$ cat src/rtl/pll_pkg.sv
`timescale 1ns/1ps
`default_nettype none
// +----------------------------------------------------------------------------+
// | Module      : pll_pkg                                                      |
// | Description : Shared constants and state type for the fractional-N divider.|
// | Revision    : 1.0 - initial release                                        |
// +----------------------------------------------------------------------------+
package pll_pkg;

  localparam int W_DEFAULT = 8;
  localparam int DMIN      = 2;

  typedef enum logic [1:0] {
    ST_IDLE  = 2'd0,
    ST_RUN   = 2'd1,
    ST_DRAIN = 2'd2
  } state_t;

endpackage
`default_nettype wire

$ cat src/rtl/fnd_ratio_calc.sv
`timescale 1ns/1ps
`default_nettype none
// +----------------------------------------------------------------------------+
// | Module      : fnd_ratio_calc                                               |
// | Description : Candidate ratio N_INT+MC, clamped to DMIN and saturated.     |
// | Revision    : 1.0 - initial release                                        |
// +----------------------------------------------------------------------------+
module fnd_ratio_calc
  import pll_pkg::*;
#(
  parameter int W = W_DEFAULT
) (
  input  logic [W-1:0] i_n_int,
  input  logic         i_mc,
  output logic [W-1:0] o_dsel
);

  localparam logic [W:0] c_min = (W+1)'(DMIN);
  localparam logic [W:0] c_max = {1'b0, {W{1'b1}}};

  logic [W:0] w_sum;

  always_comb begin
    w_sum = {1'b0, i_n_int} + {{W{1'b0}}, i_mc};
    if (w_sum < c_min) begin
      o_dsel = c_min[W-1:0];
    end else if (w_sum > c_max) begin
      o_dsel = {W{1'b1}};
    end else begin
      o_dsel = w_sum[W-1:0];
    end
  end

endmodule
`default_nettype wire

$ cat src/rtl/frac_n_divider.sv
`timescale 1ns/1ps
`default_nettype none
// +----------------------------------------------------------------------------+
// | Module      : frac_n_divider                                               |
// | Description : Dual-modulus programmable divider with seamless reload.      |
// | Revision    : 1.0 - initial release                                        |
// +----------------------------------------------------------------------------+
module frac_n_divider
  import pll_pkg::*;
#(
  parameter int W = W_DEFAULT
) (
  input  logic         CLK,
  input  logic         RST,
  input  logic         EN,
  input  logic [W-1:0] N_INT,
  input  logic         MC,
  output logic         DIV_OUT,
  output logic         TC,
  output logic [W-1:0] RATIO
);

  localparam logic [W-1:0] c_one = {{(W-1){1'b0}}, 1'b1};

  state_t         state_q, state_d;
  logic [W-1:0]   cnt_q, cnt_d;
  logic [W-1:0]   ratio_q, ratio_d;
  logic           div_q, div_d;
  logic           tc_q, tc_d;
  logic           load_d;
  logic [W-1:0]   w_dsel;

  fnd_ratio_calc #(.W(W)) u_ratio_calc (
    .i_n_int (N_INT),
    .i_mc    (MC),
    .o_dsel  (w_dsel)
  );

  always_comb begin
    state_d = state_q;
    cnt_d   = cnt_q;
    ratio_d = ratio_q;
    load_d  = 1'b0;

    case (state_q)
      ST_IDLE: begin
        if (EN) begin
          load_d = 1'b1;
        end else begin
          cnt_d = '0;
        end
      end
      ST_RUN, ST_DRAIN: begin
        if (cnt_q != '0) begin
          cnt_d   = cnt_q - c_one;
          state_d = EN ? ST_RUN : ST_DRAIN;
        end else if (EN) begin
          load_d = 1'b1;
        end else begin
          // Period completes on this edge; nothing left to drain.
          state_d = ST_IDLE;
        end
      end
      default: begin
        state_d = ST_IDLE;
        cnt_d   = '0;
      end
    endcase

    if (load_d) begin
      state_d = ST_RUN;
      ratio_d = w_dsel;
      cnt_d   = w_dsel - c_one;
    end

    // Outputs are precomputed from next state and registered, so they are glitch-free.
    div_d = (state_d != ST_IDLE) && (cnt_d >= (ratio_d >> 1));
    tc_d  = (state_d != ST_IDLE) && (cnt_d == '0);
  end

  always_ff @(posedge CLK or posedge RST) begin
    if (RST) begin
      state_q <= ST_IDLE;
      cnt_q   <= '0;
      ratio_q <= '0;
      div_q   <= 1'b0;
      tc_q    <= 1'b0;
    end else begin
      state_q <= state_d;
      cnt_q   <= cnt_d;
      ratio_q <= ratio_d;
      div_q   <= div_d;
      tc_q    <= tc_d;
    end
  end

  assign DIV_OUT = div_q;
  assign TC      = tc_q;
  assign RATIO   = ratio_q;

endmodule
`default_nettype wire

$ cat config.mk
export PLATFORM = sky130hd
export DESIGN_NAME = frac_n_divider
export DESIGN_NICKNAME = d
export VERILOG_FILES = /design/src/rtl/pll_pkg.sv /design/src/rtl/fnd_ratio_calc.sv /design/src/rtl/frac_n_divider.sv
export SDC_FILE = /design/constraint.sdc
export NUM_CORES = 1
export LEC_CHECK = 0
export CAP_MARGIN = 20
export CELL_PAD_IN_SITES_DETAIL_PLACEMENT = 1
export CELL_PAD_IN_SITES_GLOBAL_PLACEMENT = 2
export CORE_ASPECT_RATIO = 1.4
export CORE_MARGIN = 2
export CORE_UTILIZATION = 36
export DETAILED_ROUTE_END_ITERATION = 12
export PLACE_DENSITY_LB_ADDON = 0.1
export SYNTH_ARGS = -nofsm -noshare
export SYNTH_HDL_FRONTEND = slang
export SYNTH_SLANG_ARGS = --single-unit
export TNS_END_PERCENT = 50
$ cat constraint.sdc
create_clock -name CLK -period 6.6 [get_ports CLK]
set_input_delay 1.32 -clock CLK [delete_from_list [all_inputs] [get_ports CLK]]
set_output_delay 1.32 -clock CLK [all_outputs]
set_load 0.1 [all_outputs]
Yosys cells after proc, flatten, opt, wreduce, memory -nomap -nowiden --
Index checks and enable logic that the tools add are counted.
Word-level totals: input port bits 12, flip-flop bits (word level) 20, output and inout bits 10
Operators by class: $add $sub $neg 3, reduce and logical (&&, ||, !) cells 7, equality and inequality tests 2, muxes and demuxes 15, magnitude comparators 3
Operator list (count):
- 2-to-1 mux 8 bit | 6
- one-hot mux 8 bit (2 select lines) | 1
- subtractor 8 x 1 -> 8 bit, second input constant | 2
- adder 8 x 1 -> 9 bit | 1
- > comparator 9 x 8 -> 1 bit, second input constant | 1
- < comparator 9 x 2 -> 1 bit, second input constant | 1
- >= comparator 8 x 7 -> 1 bit | 1
- zero test 8 bit | 1
- 2-to-1 mux 2 bit | 4
- nonzero test 8 bit | 1
- one-hot mux 2 bit (2 select lines) | 1
- == test 2 x 1 -> 1 bit, second input constant | 1
- == test 2 bit, second input constant | 1
- logical AND 1 bit | 2
- zero test 2 bit | 1
- 2-to-1 mux 1 bit | 2
- one-hot mux 1 bit (2 select lines) | 1
- nonzero test 2 bit | 1
- OR reduction 2 bit | 1

Longest topological paths before layout --
depth after elaboration 8, gate-level depth with buffers 17, mapped depth without buffers 17

By module --
A second synthesis with hierarchy kept.
Unflattened totals: cell total of the unflattened synthesis 199, area total of the unflattened synthesis 1746.7 sq um
By module, submodules not included:
- frac_n_divider | area each 1491.4 sq um, instances 1, cells each 160, sequential area each 500.5 sq um
- fnd_ratio_calc | area each 255.2 sq um, instances 1, cells each 39, sequential area each 0.0 sq um

Worst setup path before layout --
Ideal clock, no wire load.
path kind input to register, start input N_INT[0], end register div_q (netlist: DIV_OUT), required time 6.479 ns, path slack 2.578 ns, stages on the path 17, arrival time 3.900 ns, cell sequence ha_1 ha_1 or2_2 o21ai_1 o211ai_2 o21ai_1 ha_1 inv_1 xnor2_1 a21oi_1 nor2_1 ha_1 a21o_1 a21o_1 a21oi_1 o21ai_0 o22a_1
On the way: cells in the longest elaborated chain, start to end 8
RTL lines:
- start, declared | RTL line frac_n_divider.sv:16 | input logic [W-1:0] N_INT,
- adder 8 x 1 -> 9 bit * | RTL line fnd_ratio_calc.sv:24 | w_sum = {1'b0, i_n_int} + {{W{1'b0}}, i_mc};
- > comparator 9 x 8 -> 1 bit | RTL line fnd_ratio_calc.sv:27 | end else if (w_sum > c_max) begin
- 2-to-1 mux 8 bit | RTL line fnd_ratio_calc.sv:27
- 2-to-1 mux 8 bit * | RTL line fnd_ratio_calc.sv:25 | if (w_sum < c_min) begin
- subtractor 8 x 1 -> 8 bit * | RTL line frac_n_divider.sv:73 | cnt_d = w_dsel - c_one;
- 2-to-1 mux 8 bit * | RTL line frac_n_divider.sv:70 | if (load_d) begin
- named net cnt_d[2] | RTL line frac_n_divider.sv:26 | logic [W-1:0] cnt_q, cnt_d;
- >= comparator 8 x 7 -> 1 bit * | RTL line frac_n_divider.sv:77 | div_d = (state_d != ST_IDLE) && (cnt_d >= (ratio_d >> 1));
- logical AND 1 bit * | RTL line frac_n_divider.sv:77
- named net div_d | RTL line frac_n_divider.sv:28 | logic div_q, div_d;
- end signal, assigned | RTL line frac_n_divider.sv:92 | div_q <= div_d;
- end, declared | RTL line frac_n_divider.sv:28
The timed path passes the listed nets; every way through them passes the cells marked *. A chain may end at the register's enable or synchronous reset.

Final worst setup path --
Same ends and word-level chain as after synthesis.

==> metrics.csv <==
stage,metric,value,unit
run_status,outcome,"finished, final reports clean",
floorplanning,core box area,4500,um2
sta,final setup violation count,0,
yosys,register area share after synthesis,30.1,%
cts,# resized after CTS,0,
sta,Setup Skew,0.00484,ns
cts,Num CTS Buffers,3,
cts,Post-CTS Setup Bufs,0,
yosys,Synth area leaders,"dfrtp_1 (30%), ha_1 (11%), a21o_1 (3.6%), nor2_1 (3.4%), a21oi_1 (3.3%)",
placed_design,number of port buffers,21,
run,max_cap viols,0,
cells_and_area,ant diodes,0,
sta,Slew headroom,34.7,%
power_and_ir_drop,total chip power,1110,uW
yosys,Syn Area/Cell,9.08,um2
setup_path,critical-path cell list,clkdlybuf4s50_1 > ha_1 > ha_1 > or2_2 > o21ai_1 > o211ai_2 > o21ai_1 > ha_1 > inv_1 > xnor2_1 > a21oi_1 > nor2_1 > ha_1 > a21o_1 > a21o_1 > a21oi_1 > o21ai_0 > o22a_1,
sta,"Period Utilization, post-route",72.3,%
power_and_ir_drop,leakage,0.000897,uW
sta,Final Hold Fails,0,
yosys,"EDFF count, synth",0,
setup_path,CP Launch Type,primary input,
sta,worst-margin pin slew,0.977,ns
global_route,initial antenna violation count,0,
yosys,Mapped Cells,183,
yosys,Yosys top cell area share,30.1,%
cells_and_area,fin util,43.9,%
min_path,Hold/Removal Path Class,register to register,
detailed_routing,DRC Markers,0,
setup_path,CP arrival,4.93,ns
cts,Skew-Pair Late Insertion Delay,0.27,ns
detailed_routing,DR pass1 iterations,5,
floorplanning,area of the die,5180,um2
cts,TritonCTS clock tree,built,
sta,setup tns final,0,ns
yosys,"count leader, synth",dfrtp_1,
detailed_routing,routed length per instance,17.9,um
sta,RSZ-0062 raised after global routing,no,
sta,Fmax,209,MHz
cts,Hold Buf Count CTS,0,
setup_path,"most used cell, CP",ha_1,
power_and_ir_drop,sequential share of power,20.0,%
global_route,largest net degree at the start of global routing,21,
setup_path,CP endpoint kind,register,
detailed_routing,DR vias/cell,5.59,
yosys,synth cell count leaders,"dfrtp_1 (20), nor2_1 (15), ha_1 (14), inv_1 (14), a21oi_1 (11)",
cts,clock slew at the register clock pins of the worst setup and hold paths,0.08,ns
placed_design,RePlAce Congestion,0.786,
setup_path,CP peak stage delay,0.43,ns
floorplanning,Die Span X,61.4,um
floorplanning,initial core utilization,36.9,%
power_and_ir_drop,power share of the combinational group,71.1,%
setup_path,CP max FO,7,
cts,clock tree sinks,20,
cts,Max clock buf depth,2,
placed_design,DP Wirelength,3880,um
cells_and_area,fin cells,266,
power_and_ir_drop,Peak VDD IR,0.239,mV
power_and_ir_drop,P per Cell Area,565,nW/um2
global_route,global-route wire length before repair,7910,um
cts,H-tree levels,1,
placed_design,dpl cells,262,
setup_path,Worst Path Required,6.76,ns
power_and_ir_drop,switching fraction of total power,54.9,%
setup_path,CP Class,primary input to register,
cells_and_area,final net count,231,
power_and_ir_drop,P_int,502,uW
floorplanning,die height,84.4,um
detailed_routing,routed vias,1486,
yosys,asr flop ratio synth,100,%
yosys,Mapped Nets,209,
yosys,Synth Cell Area,1660,um2
global_route,GRT Total Usage,20.5,%
setup_path,slowest CP cell,clkdlybuf4s50_1,
yosys,dominant synthesized flop cell,dfrtp_1,
cts,root buf cell,clkbuf_8,
yosys,post-synthesis register bit count,20,
sta,fin. max-slew vios,0,
power_and_ir_drop,Switch Pwr,612,uW
detailed_routing,1st-iter DRT viols,30,
global_route,vias in the first global route,1586,
floorplanning,FP Rows,29,
yosys,leading area contributor after synthesis,dfrtp_1,
yosys,yosys warns,0,
cells_and_area,area grow syn2layout,18.7,%
sta,post-route minimum period,4.77,ns
yosys,Netlist cell types,56,
detailed_routing,antenna-violating nets left,0,
detailed_routing,Routed WL,4760,um
power_and_ir_drop,part of the power in the clock network,8.9,%
global_route,GRT overflow,0,
cells_and_area,layout cells sized above 1,9.31,%
floorplanning,io pins,22,
[worst paths after layout]
path,cells after the start,from,to,slack (ns)
worst max-delay path,18,N_INT[0],DIV_OUT,1.83
min in group asynchronous,2,RST,RATIO[2],1.51
worst min-delay path,2,RATIO[0],RATIO[0],0.49
worst max register to register,14,cnt_q[1],DIV_OUT,2.83
max in group asynchronous,2,RST,cnt_q[4],4.58
worst min register to register,2,RATIO[0],RATIO[0],0.49
[metal layers]
layer / wire length (um) / global-route usage (%) / vias up / part of all wire (%)
met2: 2680 / 38.5 / 40 / 56
met5: 0 / 0 / - / 0
met4: 89 / 5.61 / 0 / 1.9
li1: - / - / 707 / -
met1: 1840 / 23.2 / 730 / 39
met3: 146 / 2.47 / 9 / 3.1
[power by group through the flow]
stage                     Sequential, uW  Combinational, uW  Clock, uW
after global placement               223                777          0
final                                223                792       99.3
after detailed placement             227                790          0
after global routing                 232                859        105
after floorplan                      414                411          0
after CTS                            225                795        102
[worst max-delay path, delay by kind of cell]
kind                     cells  cell delay (ns)
AO/OA/AOI/OAI                9             1.40
adder cells (fa/ha/maj)      4             0.97
buffers and inverters        2             0.51
AND/OR/NAND/NOR              2             0.47
XOR/XNOR                     1             0.26
[sequential cells by signal (all words and copies together) (netlist names)]
register  flops
state_q       2
DIV_OUT       1
RATIO         8
cnt_q         8
TC            1
[cell usage in the layout, fill, tap and decap left out, types with 2 or more instances in the layout]
cell type        Yosys  layout
a21oi_1             11      11
nand2_1              9       9
nand2b_1             2       2
xnor2_1              6       6
xor2_1               3       3
inv_1               14      14
nor2b_1              3       3
and2_1               2       2
a22oi_1              2       2
clkbuf_8             0       4
nor3_1               9       9
dfrtp_1             20      20
mux2i_1              4       4
o211ai_1             3       3
a31oi_1              3       3
and4_1               2       2
or2_2                3       3
o21ai_0              7       7
clkdlybuf4s50_1      0      21
o21ai_1              2       2
nor2_1              15      15
a211oi_1             2       2
nand3_1              4       4
ha_1                14      14
nand4_1              2       2
a21o_1               8       8
[cell type report]
cell class                 instances  area [um2]
inverter                          15        56.3
sequential                        20         500
clock buffer                       4        55.1
multi-input combinational        144        1070
fill                             563        2530
tap                               62        77.6
timing repair buffer              21         210
[per-stage QoR]
| step | instance area, um2 | worst slack [ns] | hold slack (ns) |
|---|---|---|---|
| after floorplan | 1660 | 2.58 | 0.553 |
| after global placement | 1920 | 1.66 | 0.465 |
| after detailed placement | 1920 | 1.61 | 0.474 |
| after CTS | 1970 | 1.85 | 0.493 |
| after global routing | 1970 | 1.64 | 0.542 |
| final | 1970 | 1.83 | 0.490 |
[kinds of logic (layout without fill, tap and decap cells)]
family / count (synthesis) / after routing / synth area share (%)
muxes: 4 / 4 / 2.41
adders and majority gates: 14 / 14 / 10.5
DFF: 20 / 20 / 30.1
AOI/OAI and AO/OA: 53 / 53 / 23.6
buffers and inverters: 19 / 40 / 5.27
and+or+nand+nor: 64 / 64 / 23.3
xor gates and xnor gates: 9 / 9 / 4.74
No activity file was read; power rests on OpenSTA's default activity.
